===== config.mk =====
export PLATFORM = sky130hd
export DESIGN_NAME = pipelined_add_sub
export DESIGN_NICKNAME = d
export VERILOG_FILES = /design/src/rtl/pipelined_add_sub.sv
export SDC_FILE = /design/constraint.sdc
export NUM_CORES = 1
export LEC_CHECK = 0
export BUFFER_PORTS_ARGS = -buffer_cell sky130_fd_sc_hd__buf_2
export CORE_MARGIN = 4
export CORE_UTILIZATION = 52
export CTS_CLUSTER_SIZE = 16
export DETAILED_ROUTE_END_ITERATION = 7
export GPL_TIMING_DRIVEN = 1
export PLACE_DENSITY = 0.76
export REMOVE_ABC_BUFFERS = 1
export SYNTH_ARGS = -nofsm -noshare
export SYNTH_HDL_FRONTEND = slang
export SYNTH_SLANG_ARGS = --single-unit

===== constraint.sdc =====
create_clock -name clk -period 2 [get_ports clk]
set_clock_uncertainty 0.05 [all_clocks]
set_input_delay 0.2 -clock clk [delete_from_list [all_inputs] [get_ports clk]]
set_output_delay 0.2 -clock clk [all_outputs]
set_load 0.005 [all_outputs]

===== src/rtl/pipelined_add_sub.sv =====
// Pipelined add/subtract unit: SEGMENT bits of the carry chain resolve per stage,
// unresolved operand slices ride alongside the partial sum; valid/ready on both ports.
module pipelined_add_sub #(
  parameter int unsigned WIDTH   = 16,
  parameter int unsigned SEGMENT = 4
) (
  input  logic             clk,
  input  logic             rst_n,
  input  logic             in_valid,
  output logic             in_ready,
  input  logic [WIDTH-1:0] a,
  input  logic [WIDTH-1:0] b,
  input  logic             cin,
  input  logic [1:0]       op,
  input  logic             sat,
  output logic             out_valid,
  input  logic             out_ready,
  output logic [WIDTH-1:0] result,
  output logic             carry,
  output logic             overflow,
  output logic             zero,
  output logic             negative
);

  localparam int unsigned STAGES = WIDTH / SEGMENT;

  localparam logic [1:0] OP_ADD = 2'b00;
  localparam logic [1:0] OP_ADC = 2'b01;
  localparam logic [1:0] OP_SUB = 2'b10;
  localparam logic [1:0] OP_SBB = 2'b11;

  if (WIDTH < 2 || (WIDTH % SEGMENT) != 0) begin : g_bad_params
    $error("pipelined_add_sub: WIDTH must be >= 2 and a multiple of SEGMENT");
  end

  // Stage k input view: index 0 is the prepared operand beat, k>0 is register k-1.
  logic             st_vld [STAGES];
  logic [WIDTH-1:0] st_acc [STAGES];
  logic [WIDTH-1:0] st_bp  [STAGES];
  logic             st_cy  [STAGES];
  logic             st_sat [STAGES];

  logic             adv;
  logic             c0;

  logic             out_valid_q, out_valid_d;
  logic [WIDTH-1:0] result_q, result_d;
  logic             carry_q, carry_d;
  logic             overflow_q, overflow_d;
  logic             zero_q, zero_d;
  logic             negative_q, negative_d;

  always_comb begin
    c0 = 1'b0;
    case (op)
      OP_ADD:  c0 = 1'b0;
      OP_ADC:  c0 = cin;
      OP_SUB:  c0 = 1'b1;
      OP_SBB:  c0 = ~cin;
      default: c0 = 1'b0;
    endcase
  end

  assign adv       = !(out_valid_q && !out_ready);
  assign in_ready  = adv;

  assign st_vld[0] = in_valid;
  assign st_acc[0] = a;
  assign st_bp[0]  = op[1] ? ~b : b;
  assign st_cy[0]  = c0;
  assign st_sat[0] = sat;

  for (genvar k = 0; k < STAGES; k++) begin : g_stage
    logic [SEGMENT:0] seg_sum;
    logic [WIDTH-1:0] acc_next;

    // acc holds resolved sum bits below slice k and untouched operand A above it.
    always_comb begin
      seg_sum  = {1'b0, SEGMENT'(st_acc[k] >> (k * SEGMENT))}
               + {1'b0, SEGMENT'(st_bp[k] >> (k * SEGMENT))}
               + {{SEGMENT{1'b0}}, st_cy[k]};
      acc_next = st_acc[k];
      acc_next[k*SEGMENT +: SEGMENT] = seg_sum[SEGMENT-1:0];
    end

    if (k < STAGES - 1) begin : g_reg
      logic             vld_q, vld_d;
      logic             cy_q, cy_d;
      logic             sat_q, sat_d;
      logic [WIDTH-1:0] acc_q, acc_d;
      logic [WIDTH-1:0] bp_q, bp_d;

      always_comb begin
        vld_d = vld_q;
        cy_d  = cy_q;
        sat_d = sat_q;
        acc_d = acc_q;
        bp_d  = bp_q;
        if (adv) begin
          vld_d = st_vld[k];
          cy_d  = seg_sum[SEGMENT];
          sat_d = st_sat[k];
          acc_d = acc_next;
          bp_d  = st_bp[k];
        end
      end

      always_ff @(posedge clk) begin
        if (!rst_n) begin
          vld_q <= 1'b0;
          cy_q  <= 1'b0;
          sat_q <= 1'b0;
          acc_q <= '0;
          bp_q  <= '0;
        end else begin
          vld_q <= vld_d;
          cy_q  <= cy_d;
          sat_q <= sat_d;
          acc_q <= acc_d;
          bp_q  <= bp_d;
        end
      end

      assign st_vld[k+1] = vld_q;
      assign st_cy[k+1]  = cy_q;
      assign st_sat[k+1] = sat_q;
      assign st_acc[k+1] = acc_q;
      assign st_bp[k+1]  = bp_q;
    end else begin : g_out
      logic             a_msb;
      logic             bp_msb;
      logic             ovf;
      logic [WIDTH-1:0] fin;

      // Top slice is still raw operand A here, so its MSB is a[MSB].
      always_comb begin
        a_msb  = st_acc[k][WIDTH-1];
        bp_msb = st_bp[k][WIDTH-1];
        ovf    = (a_msb == bp_msb) && (acc_next[WIDTH-1] != a_msb);
        fin    = acc_next;
        if (st_sat[k] && ovf) begin
          fin = a_msb ? {1'b1, {(WIDTH-1){1'b0}}} : {1'b0, {(WIDTH-1){1'b1}}};
        end

        out_valid_d = out_valid_q;
        result_d    = result_q;
        carry_d     = carry_q;
        overflow_d  = overflow_q;
        zero_d      = zero_q;
        negative_d  = negative_q;
        if (adv) begin
          out_valid_d = st_vld[k];
          if (st_vld[k]) begin
            result_d   = fin;
            carry_d    = seg_sum[SEGMENT];
            overflow_d = ovf;
            zero_d     = (fin == '0);
            negative_d = fin[WIDTH-1];
          end
        end
      end

      always_ff @(posedge clk) begin
        if (!rst_n) begin
          out_valid_q <= 1'b0;
          result_q    <= '0;
          carry_q     <= 1'b0;
          overflow_q  <= 1'b0;
          zero_q      <= 1'b0;
          negative_q  <= 1'b0;
        end else begin
          out_valid_q <= out_valid_d;
          result_q    <= result_d;
          carry_q     <= carry_d;
          overflow_q  <= overflow_d;
          zero_q      <= zero_d;
          negative_q  <= negative_d;
        end
      end
    end
  end

  assign out_valid = out_valid_q;
  assign result    = result_q;
  assign carry     = carry_q;
  assign overflow  = overflow_q;
  assign zero      = zero_q;
  assign negative  = negative_q;

endmodule


Word-level counts from Yosys, hierarchy flattened
Index checks and enable logic that the tools add are counted.
W data, S select, Z words.
{"block": "classes", "n_addsub": 8, "n_eq_ne": 5, "mux": 4, "bitwise_logic": 3, "n_reduce_logical": 8}
{"operator": "$mux W16", "count": 3}
{"operator": "$add A4 B4 Y5", "count": 4}
{"operator": "$add A5 B1 Y5", "count": 4}
{"operator": "$logic_not A16 Y1", "count": 1}
{"operator": "$not A16 Y16", "count": 1}
{"operator": "$eq A2 B2 Y1 const B", "count": 2}
{"operator": "$pmux W1 S4", "count": 1}
{"operator": "$logic_and A1 B1 Y1", "count": 3}
{"operator": "$eq A2 B1 Y1 const B", "count": 1}
{"operator": "$logic_not A1 Y1", "count": 2}
{"operator": "$logic_not A2 Y1", "count": 1}
{"operator": "$not A1 Y1", "count": 2}
{"operator": "$reduce_and A2 Y1", "count": 1}
{"operator": "$eq A1 B1 Y1", "count": 1}
{"operator": "$ne A1 B1 Y1", "count": 1}
{"block": "totals", "ff_bits": 126, "input_bits": 40, "output_inout_bits": 22, "wordCells": 49}

Depth between registers and ports, before layout
Gate-level depths: netlist of run 1.
{"block": "logic_depth", "depth_word": 7, "mapped_depth": 8, "mapped_depth_nobuf": 7}

Worst setup path before layout of run 1
OpenSTA, ideal clock, no wires.
{"block": "synth_path", "kind": "input -> register", "from": "in op[1]", "to": "reg g_stage[0].g_reg.acc_q[2]", "setup_ps": 76, "arrival_ps": 1948, "t_required_ps": 1874, "slack_ps": -74, "cell_stages": 8, "path_buffers": 2, "path_cell_list": "buf_2 -> buf_2 -> xnor2_1 -> fa_1 -> fa_1 -> xnor2_1 -> nand2_1 -> a21boi_0"}
{"block": "synth_via", "elab_chain_cells": 3, "word_cells_on_any_way": 8, "cone_classes": "2 x add/sub; 3 x eq/ne; 2 x mux; 1 x reduce/logical"}
{"element": "start: declaration", "line": "14", "text": "input logic [1:0] op,"}
{"element": "$mux W16, or another cell as far along", "line": "69", "text": "assign st_bp[0] = op[1] ? ~b : b;"}
{"element": "$add A4 B4 Y5 or $pmux W1 S4 (tied branches)", "line": "80, 55"}
{"element": "$add A5 B1 Y5 *", "line": "81", "text": "+ {{SEGMENT{1'b0}}, st_cy[k]};"}
{"element": "end signal: assignment", "line": "113", "text": "acc_q <= '0;"}
{"element": "end signal: assignment", "line": "119", "text": "acc_q <= acc_d;"}
{"element": "end: declaration", "line": "90", "text": "logic [WIDTH-1:0] acc_q, acc_d;"}
Mark *: on every way between the ends. The rest lies on a longest branch, timed or not.
A chain may end at the register's enable or synchronous reset.

Worst setup path after layout of run 1
{"block": "layout_path", "from": "reg g_stage[2].g_reg.acc_q[14]", "to": "reg result_q[1], in the netlist result[1]"}
{"block": "layout_via", "elab_chain_cells": 6}
{"element": "start: declaration", "line": "90"}
{"element": "start signal: assignment", "line": "113"}
{"element": "start signal: assignment", "line": "119"}
{"element": "$add A4 B4 Y5", "line": "80", "text": "+ {1'b0, SEGMENT'(st_bp[k] >> (k * SEGMENT))}"}
{"element": "$add A5 B1 Y5", "line": "81"}
{"element": "$ne A1 B1 Y1", "line": "139", "text": "ovf = (a_msb == bp_msb) && (acc_next[WIDTH-1] != a_msb);"}
{"element": "$logic_and A1 B1 Y1", "line": "139"}
{"element": "$logic_and A1 B1 Y1", "line": "141", "text": "if (st_sat[k] && ovf) begin"}
{"element": "$mux W16", "line": "141"}
{"element": "end signal: assignment", "line": "173", "text": "result_q <= result_d;"}
{"element": "end: declaration", "line": "47", "text": "logic [WIDTH-1:0] result_q, result_d;"}
No other way between the ends.

==> results of run 1 <==
-- metrics by stage --
stage	utilization	cell area, µm²	hold slack [ns]	setup TNS (ns)
2_1_floorplan	-	4390	0.283	-16.31
3_3_place_gp	0.588	4900	0.392	0
4_1_cts	0.608	5070	0.00592	0
6_report	0.611	5090	0.0211	0
3_5_place_dp	0.588	4900	0.402	0
5_1_grt	0.611	5090	0.0209	-0.0781
-- what timing repair did --
item,4_1_cts,5_1_grt
hold buffers,0,0
resized for setup,0,5
setup endpoints to repair,0,16
-- tightest hold or removal path: stages --
cell and delay, ns:
buf_2 0.09, nand2_1 0.04, a21boi_0 0.06
-- layer usage --
metal / vias to the layer above / track usage
met5: - / 0
met4: 0 / 0.0798
met3: 12 / 0.0365
met2: 66 / 0.293
met1: 1578 / 0.236
li1: 1776 / -
-- sequential cells by signal (all words and copies together) (netlist names) --
signal and flops:
g_stage.g_reg.acc_q 48, g_stage.g_reg.bp_q 24, result 16, g_stage.g_reg.cy_q 3, g_stage.g_reg.sat_q 3, g_stage.g_reg.vld_q 3, carry 1, out_valid 1
overflow 1, zero 1
-- power breakdown --
group	switching, µW	leakage, µW	internal (µW)
Sequential	75.5	0.000830	2130
Clock	660	0.0000747	481
Combinational	220	0.00138	232
-- cell usage in the layout (no fill, tap or decap), types with 5 or more instances in the layout --
cell / Yosys / routed
xnor2_1: 16 / 16
fa_1: 8 / 7
o21a_1: 6 / 6
dfxtp_1: 101 / 101
clkbuf_8: 0 / 10
o211a_1: 19 / 19
a21boi_0: 58 / 58
buf_4: 2 / 9
o21bai_1: 6 / 6
o21ai_0: 7 / 7
a21oi_1: 9 / 9
a22o_1: 7 / 7
nor2b_1: 5 / 5
nand3_1: 5 / 5
o221a_2: 8 / 8
ha_1: 12 / 12
nand2_1: 137 / 137
buf_2: 12 / 61
inv_1: 16 / 16
-- cells by family after synthesis --
family          share of synthesized area
simple gates                        0.154
compound gates                      0.241
flops                               0.445
buf+inv                            0.0515
xor+xnor                           0.0385
fa+ha+maj                          0.0683
mux                               0.00220
-- path summary, 6_finish.rpt --
check,start,endpoint,slack (ns),cells after the start
setup / recovery,g_stage[2].g_reg.acc_q[14]$_SDFFE_PN0N_,result[1]$_SDFFE_PN0P_,0.07,5
hold / removal,a[13],g_stage[0].g_reg.acc_q[13]$_SDFFE_PN0N_,0.02,3
setup reg to reg,g_stage[2].g_reg.acc_q[14]$_SDFFE_PN0N_,result[1]$_SDFFE_PN0P_,0.07,5
hold reg to reg,overflow$_SDFFE_PN0P_,overflow$_SDFFE_PN0P_,0.41,2
-- final cells by class --
type	instances	area, µm²
flip-flops and latches	101	2020
fillers	734	3250
multi-input cells	345	2310
clock inverters	3	22.5
well taps	105	131
clock buffers	12	145
inverters	18	80.1
repair buffers	71	384
==> flow_summary.ini, run 1 <==
[synthesis]
synthCells = 497
ys_top_cells_by_count = 137 x nand2_1, 101 x dfxtp_1, 58 x a21boi_0
synthDistinctLibCells = 45
synth_area_um2 = 4550
ys_async_sr_fraction = 0
ys_warn_count = 0
seq_area_frac_synth = 0.445
synth_top_area_share = 0.445
syn_area_per_cell_um2 = 9.15
ys_ff_latch = 101
synth_area_leaders = dfxtp_1 44%, nand2_1 11%, a21boi_0 9.6%, o211a_1 4.2%, fa_1 3.5%
yosys.area.top_type = dfxtp_1
yosysMostFrequentCell = nand2_1
synth_enable_flop_cells = 0
ys.flop_type = dfxtp_1

[worst_setup_path]
critPathMaxStageDelay_ns = 0.43
worstPathMaxFanout = 8
worstPathArrival_ns = 2.13
critPathRequiredTime_ns = 2.20
worst-path-buf-inv = 0
cp_top_family = compound AO/OA/AOI/OAI gates
crit_path_end_kind = register
cp_slowest_cell = ha_1
cp_cell_sequence = ha_1 > a21oi_4 > nand2_1 > a211o_2 > o221a_2
start_kind = register
crit_type = reg -> reg

[place]
gp_congestion = 0.842
placed_cells = 640
dp_slack_ns = 0.0487
dp_hpwl_um = 6280
io_buffer_count = 61

[clock_network]
insertion_delay_ns = 0.37
clkTransAtPathRegs_ns = 0.09
cts_buffers = 9
cts.sinks = 101
cts_root_buffer = clkbuf_8
postCtsSetupBuffers = 0
htree_levels = 3
cts_buffer_depth = 2
cts_tree = yes

[die]
dieArea_um2 = 10300
start_util = 0.545
die_h_um = 101
core_area_um2 = 8340
rows = 33
io_pins = 62
die_w_um = 101

[pwr]
p_leak_uw = 0.00228
p_per_area_nw_per_um2 = 747
ir_drop_v = 0.000297
power_uw = 3800

[route]
dr.pass1.iters = 4
wl_met1_um = 4260
avgRoutedWirePerCell_um = 13.6
drt_iter0_drc = 141
vias = 3432
wirelength_um = 8890
viasPerCell = 5.24
route.met2.wl_um = 4110
top_layer = met4
ant_nets = 0
drc = 0
wl_met3_um = 358

[cells_and_area]
antenna_cells = 0
drive_gt1_frac = 0.191
areaGrowthSynthToFinish_pct = 12.1
fin_nets = 606
fin_cells = 655

[timing]
hold_violations = 0
slew_headroom = 0.698
fmax_mhz = 517
layout_setup_ws_ns = 0.0673
finalCritPeriodShare = 0.966
worst_pin_slew_ns = 0.453
setup_viol = 0
layout_min_cycle_time_ns = 1.93
finalMaxSlewViolations = 0

[grt]
grt_pass1_wl_um = 14800
antenna_found_initial = 0
grt_pass1_vias = 3222
track_usage = 0.181
grt_max_degree = 50
grt_overflow_total = 0

[status]
outcome = finished clean

[worst_hold_path]
hp-class = in -> reg

[run]
drv_cap = 0
Power figures use the tool's default switching activity.
==> run 2, diff against run 1 <==
CORE_UTILIZATION = 62   (was 52)
PLACE_DENSITY = 0.85   (was 0.76)
clock period = 2.3 ns   (was 2 ns; I/O delays follow)
==> run 2 against run 1 <==
Effect of this change: hold slack gained 0.035 ns; die area shrank 15%; via count is 2.7% higher; sequential share of layout area grew 0.12 points; final area decreased by 0.29%; critical path type unchanged; largest power group unchanged.
==> flow_summary.ini, run 2 (synthesized netlist as in run 1, its figures left out) <==
[status]
outcome = finished clean

[die]
start_util = 0.655
io_pins = 62
dieArea_um2 = 8770
rows = 30
die_w_um = 93.6
core_area_um2 = 6940
die_h_um = 93.6

[timing]
layout_min_cycle_time_ns = 1.99
setup_viol = 0
worst_pin_slew_ns = 0.464
finalMaxSlewViolations = 0
rsz0062_at_grt = no
tns_ns = 0
slew_headroom = 0.690
hold_violations = 0
finalCritPeriodShare = 0.865
fmax_mhz = 503

[route]
dr.pass1.iters = 5
route.met2.wl_um = 4490
viasPerCell = 5.49
wirelength_um = 9310
drc = 0
wl_met3_um = 421
top_layer = met4
ant_nets = 0
wl_met1_um = 4170
vias = 3524
avgRoutedWirePerCell_um = 14.5
drt_iter0_drc = 206

[clock_network]
htree_levels = 3
insertion_delay_ns = 0.36
cts_resized = 0
postCtsSetupBuffers = 0
cts.sinks = 101
cts_root_buffer = clkbuf_8
cts_tree = yes
cts_hold_buf = 0
clkTransAtPathRegs_ns = 0.09
cts_buffer_depth = 2
cts_buffers = 9

[grt]
track_usage = 0.224
grt_pass1_vias = 3397
grt_pass1_wl_um = 15800
grt_overflow_total = 0
antenna_found_initial = 0
grt_max_degree = 79

[worst_setup_path]
cp_slowest_cell = nor3b_1
worstPathArrival_ns = 2.25
crit_type = reg -> reg
start_kind = register
cp_cell_sequence = ha_1 > nor3b_1 > nand4_1 > o21bai_1 > a22o_1
critPathRequiredTime_ns = 2.56
crit_path_end_kind = register
worstPathMaxFanout = 7
critPathMaxStageDelay_ns = 0.43
regToRegSetupSlack_ns = 0.31

[pwr]
p_per_area_nw_per_um2 = 688
ir_drop_v = 0.000345
p_leak_uw = 0.00229

[cells_and_area]
layout_commonest_cell = nand2_1
antenna_cells = 0
areaGrowthSynthToFinish_pct = 11.7
fin_nets = 601
final_cell_mix = 137 x nand2_1, 101 x dfxtp_1, 61 x buf_2
final_util = 0.731
largest_reg_flops = 48
largest-register = g_stage.g_reg.acc_q
drive_gt1_frac = 0.179

[place]
io_buffer_count = 61
dp_hpwl_um = 6410
gp_congestion = 0.865

[run]
drv_cap = 0

[worst_hold_path]
hp-class = in -> reg
## run 2: worst max-delay path, delay by kind of cell (launching register included)
family,cells,cell delay (ns)
simple gates,2,0.73
compound gates,2,0.39
flops,1,0.37
fa+ha+maj,1,0.38
## run 2: metal layers
layer	vias up	track usage
met1	1653	0.287
met3	19	0.0418
met2	82	0.369
li1	1770	-
met5	-	0
met4	0	0.0999
## run 2: report_power, final
group | internal, µW | total (µW) | leakage [µW] | switching, µW
logic | 199 | 397 | 0.00136 | 198
clock network | 591 | 1170 | 0.000106 | 582
registers | 1860 | 1930 | 0.000830 | 69.6
## run 2: per-stage QoR
stage	cell area, µm²	power (µW)	setup WS (ns)	hold slack, ns	instances
6_report	5080	3500	0.310	0.0565	642
3_5_place_dp	4870	2360	0.295	0.397	626
2_1_floorplan	4390	2210	-0.167	0.313	464
3_3_place_gp	4870	2330	0.400	0.391	626
5_1_grt	5080	3650	0.127	0.0688	642
4_1_cts	5080	3520	0.322	0.0533	642
## run 2: final cells by class
cell class	count	area [µm²]
Clock buffer	13	169
Clock inverter	3	42.5
Fill cell	523	1870
Inverter	18	80.1
Multi-Input combinational cell	345	2290
Sequential cell	101	2020
Tap cell	96	120
Timing Repair Buffer	66	355
## run 2: worst paths after layout
| kind | from | endpoint | cells past startpoint |
|---|---|---|---|
| worst max-delay path | g_stage[2].g_reg.acc_q[15]$_SDFFE_PN0N_ | result[9]$_SDFFE_PN0P_ | 5 |
| worst min-delay path | a[9] | g_stage[0].g_reg.acc_q[9]$_SDFFE_PN0N_ | 3 |
| worst max register to register | g_stage[2].g_reg.acc_q[15]$_SDFFE_PN0N_ | result[9]$_SDFFE_PN0P_ | 5 |
| worst min register to register | g_stage[0].g_reg.acc_q[4]$_SDFFE_PN0N_ | g_stage[0].g_reg.acc_q[4]$_SDFFE_PN0N_ | 2 |
==> run 3, diff against run 2 <==
ABC_AREA = 0   (was default)
CORE_UTILIZATION = 30   (was 62)
PLACE_DENSITY = default   (was 0.85)
==> run 3 against run 2 <==
Effect of this change: total power is 13% higher; die area increased by 96%; critical path depth unchanged.
==> flow_summary.ini, run 3 (synthesized netlist as in run 1, its figures left out) <==
[worst_setup_path]
worstPathArrival_ns = 2.18
worstPathMaxFanout = 7
start_kind = register
crit_type = reg -> reg
critPathRequiredTime_ns = 2.54
crit_path_end_kind = register

[cells_and_area]
final_cell_mix = 137 x nand2_1, 101 x dfxtp_1, 61 x buf_2
antenna_cells = 0
final_util = 0.361
largest-register = g_stage.g_reg.acc_q
layout_commonest_cell = nand2_1
areaGrowthSynthToFinish_pct = 16.7
drive_gt1_frac = 0.179
fin_nets = 601
largest_reg_flops = 48

[place]
io_buffer_count = 61
dp_slack_ns = 0.320
gp_congestion = 0.782
dp_hpwl_um = 6860

[worst_hold_path]
hp-class = in -> reg

[clock_network]
insertion_delay_ns = 0.34
cts_tree = yes
clkTransAtPathRegs_ns = 0.06
postCtsSetupBuffers = 0
cts.sinks = 101
cts_buffers = 9
cts_resized = 0
cts_hold_buf = 0
cts_root_buffer = clkbuf_16
htree_levels = 3
cts_buffer_depth = 2

[run]
drv_cap = 0

[die]
core_area_um2 = 14700
rows = 44
dieArea_um2 = 17200
die_h_um = 131
io_pins = 62
start_util = 0.309
die_w_um = 131

[grt]
grt_pass1_vias = 3415
grt_overflow_total = 0
grt_max_degree = 86
antenna_found_initial = 0
track_usage = 0.123
grt_pass1_wl_um = 16800

[route]
vias = 3398
drc = 0
avgRoutedWirePerCell_um = 13.5
dr.pass1.iters = 4
viasPerCell = 4.65
wirelength_um = 9850
drt_iter0_drc = 175
ant_nets = 0

[timing]
worst_pin_slew_ns = 0.653
layout_min_cycle_time_ns = 1.94
layout_setup_ws_ns = 0.358
rsz0062_at_grt = no
slew_headroom = 0.565
setup_viol = 0
fmax_mhz = 515
hold_violations = 0
finalCritPeriodShare = 0.845
finalMaxSlewViolations = 0

[status]
outcome = finished clean

[pwr]
p_leak_uw = 0.00235
ir_drop_v = 0.000341
p_per_area_nw_per_um2 = 747
==> run 3: worst paths after layout <==
| check | startpoint | to | slack, ns | cells after the start |
|---|---|---|---|---|
| hold / removal | a[7] | g_stage[0].g_reg.acc_q[7]$_SDFFE_PN0N_ | 0.08 | 3 |
| setup reg to reg | g_stage[2].g_reg.acc_q[15]$_SDFFE_PN0N_ | result[11]$_SDFFE_PN0P_ | 0.36 | 5 |
| setup / recovery | g_stage[2].g_reg.acc_q[15]$_SDFFE_PN0N_ | result[11]$_SDFFE_PN0P_ | 0.36 | 5 |
| hold reg to reg | g_stage[1].g_reg.acc_q[5]$_SDFFE_PN0N_ | g_stage[1].g_reg.acc_q[5]$_SDFFE_PN0N_ | 0.41 | 2 |
==> run 3: through the flow <==
| step | setup TNS [ns] | hold WS [ns] | cell area [µm²] | std cells | power [µW] |
|---|---|---|---|---|---|
| 2_1_floorplan | -2.39 | 0.313 | 4390 | 464 | 2210 |
| 3_3_place_gp | 0 | 0.399 | 4980 | 714 | 2350 |
| 3_5_place_dp | 0 | 0.406 | 4980 | 714 | 2360 |
| 4_1_cts | 0 | 0.0749 | 5300 | 730 | 4010 |
| 5_1_grt | 0 | 0.0908 | 5300 | 730 | 4150 |
| 6_report | 0 | 0.0816 | 5300 | 730 | 3960 |
==> run 3: routing by layer <==
| layer | vias up | share of wire | global-route usage |
|---|---|---|---|
| li1 | 1770 | - | - |
| met1 | 1558 | 0.50 | 0.165 |
| met2 | 61 | 0.44 | 0.193 |
| met3 | 9 | 0.056 | 0.0405 |
| met4 | 0 | 0.0092 | 0.0290 |
| met5 | - | 0 | 0 |
==> run 3: worst max-delay path: stages, from the launching register on <==
cell and delay, ns:
dfxtp_1 0.42, ha_1 0.32, nor3b_1 0.41, nand4_1 0.29
o21bai_1 0.25, a22o_1 0.15
==> run 3: power breakdown <==
part | total [µW] | switching, µW | internal [µW]
sequential | 1930 | 67.3 | 1860
clock | 1640 | 632 | 1010
combinational | 393 | 194 | 199
total | 3960 | 894 | 3070
==> run 3: cell type report <==
type	count	area, µm²
tap	184	230
clock buffer	12	256
fill	1517	9400
sequential	101	2020
multi-input combinational	345	2290
clock inverter	4	70.1
inverter	18	80.1
timing repair buffer	66	355
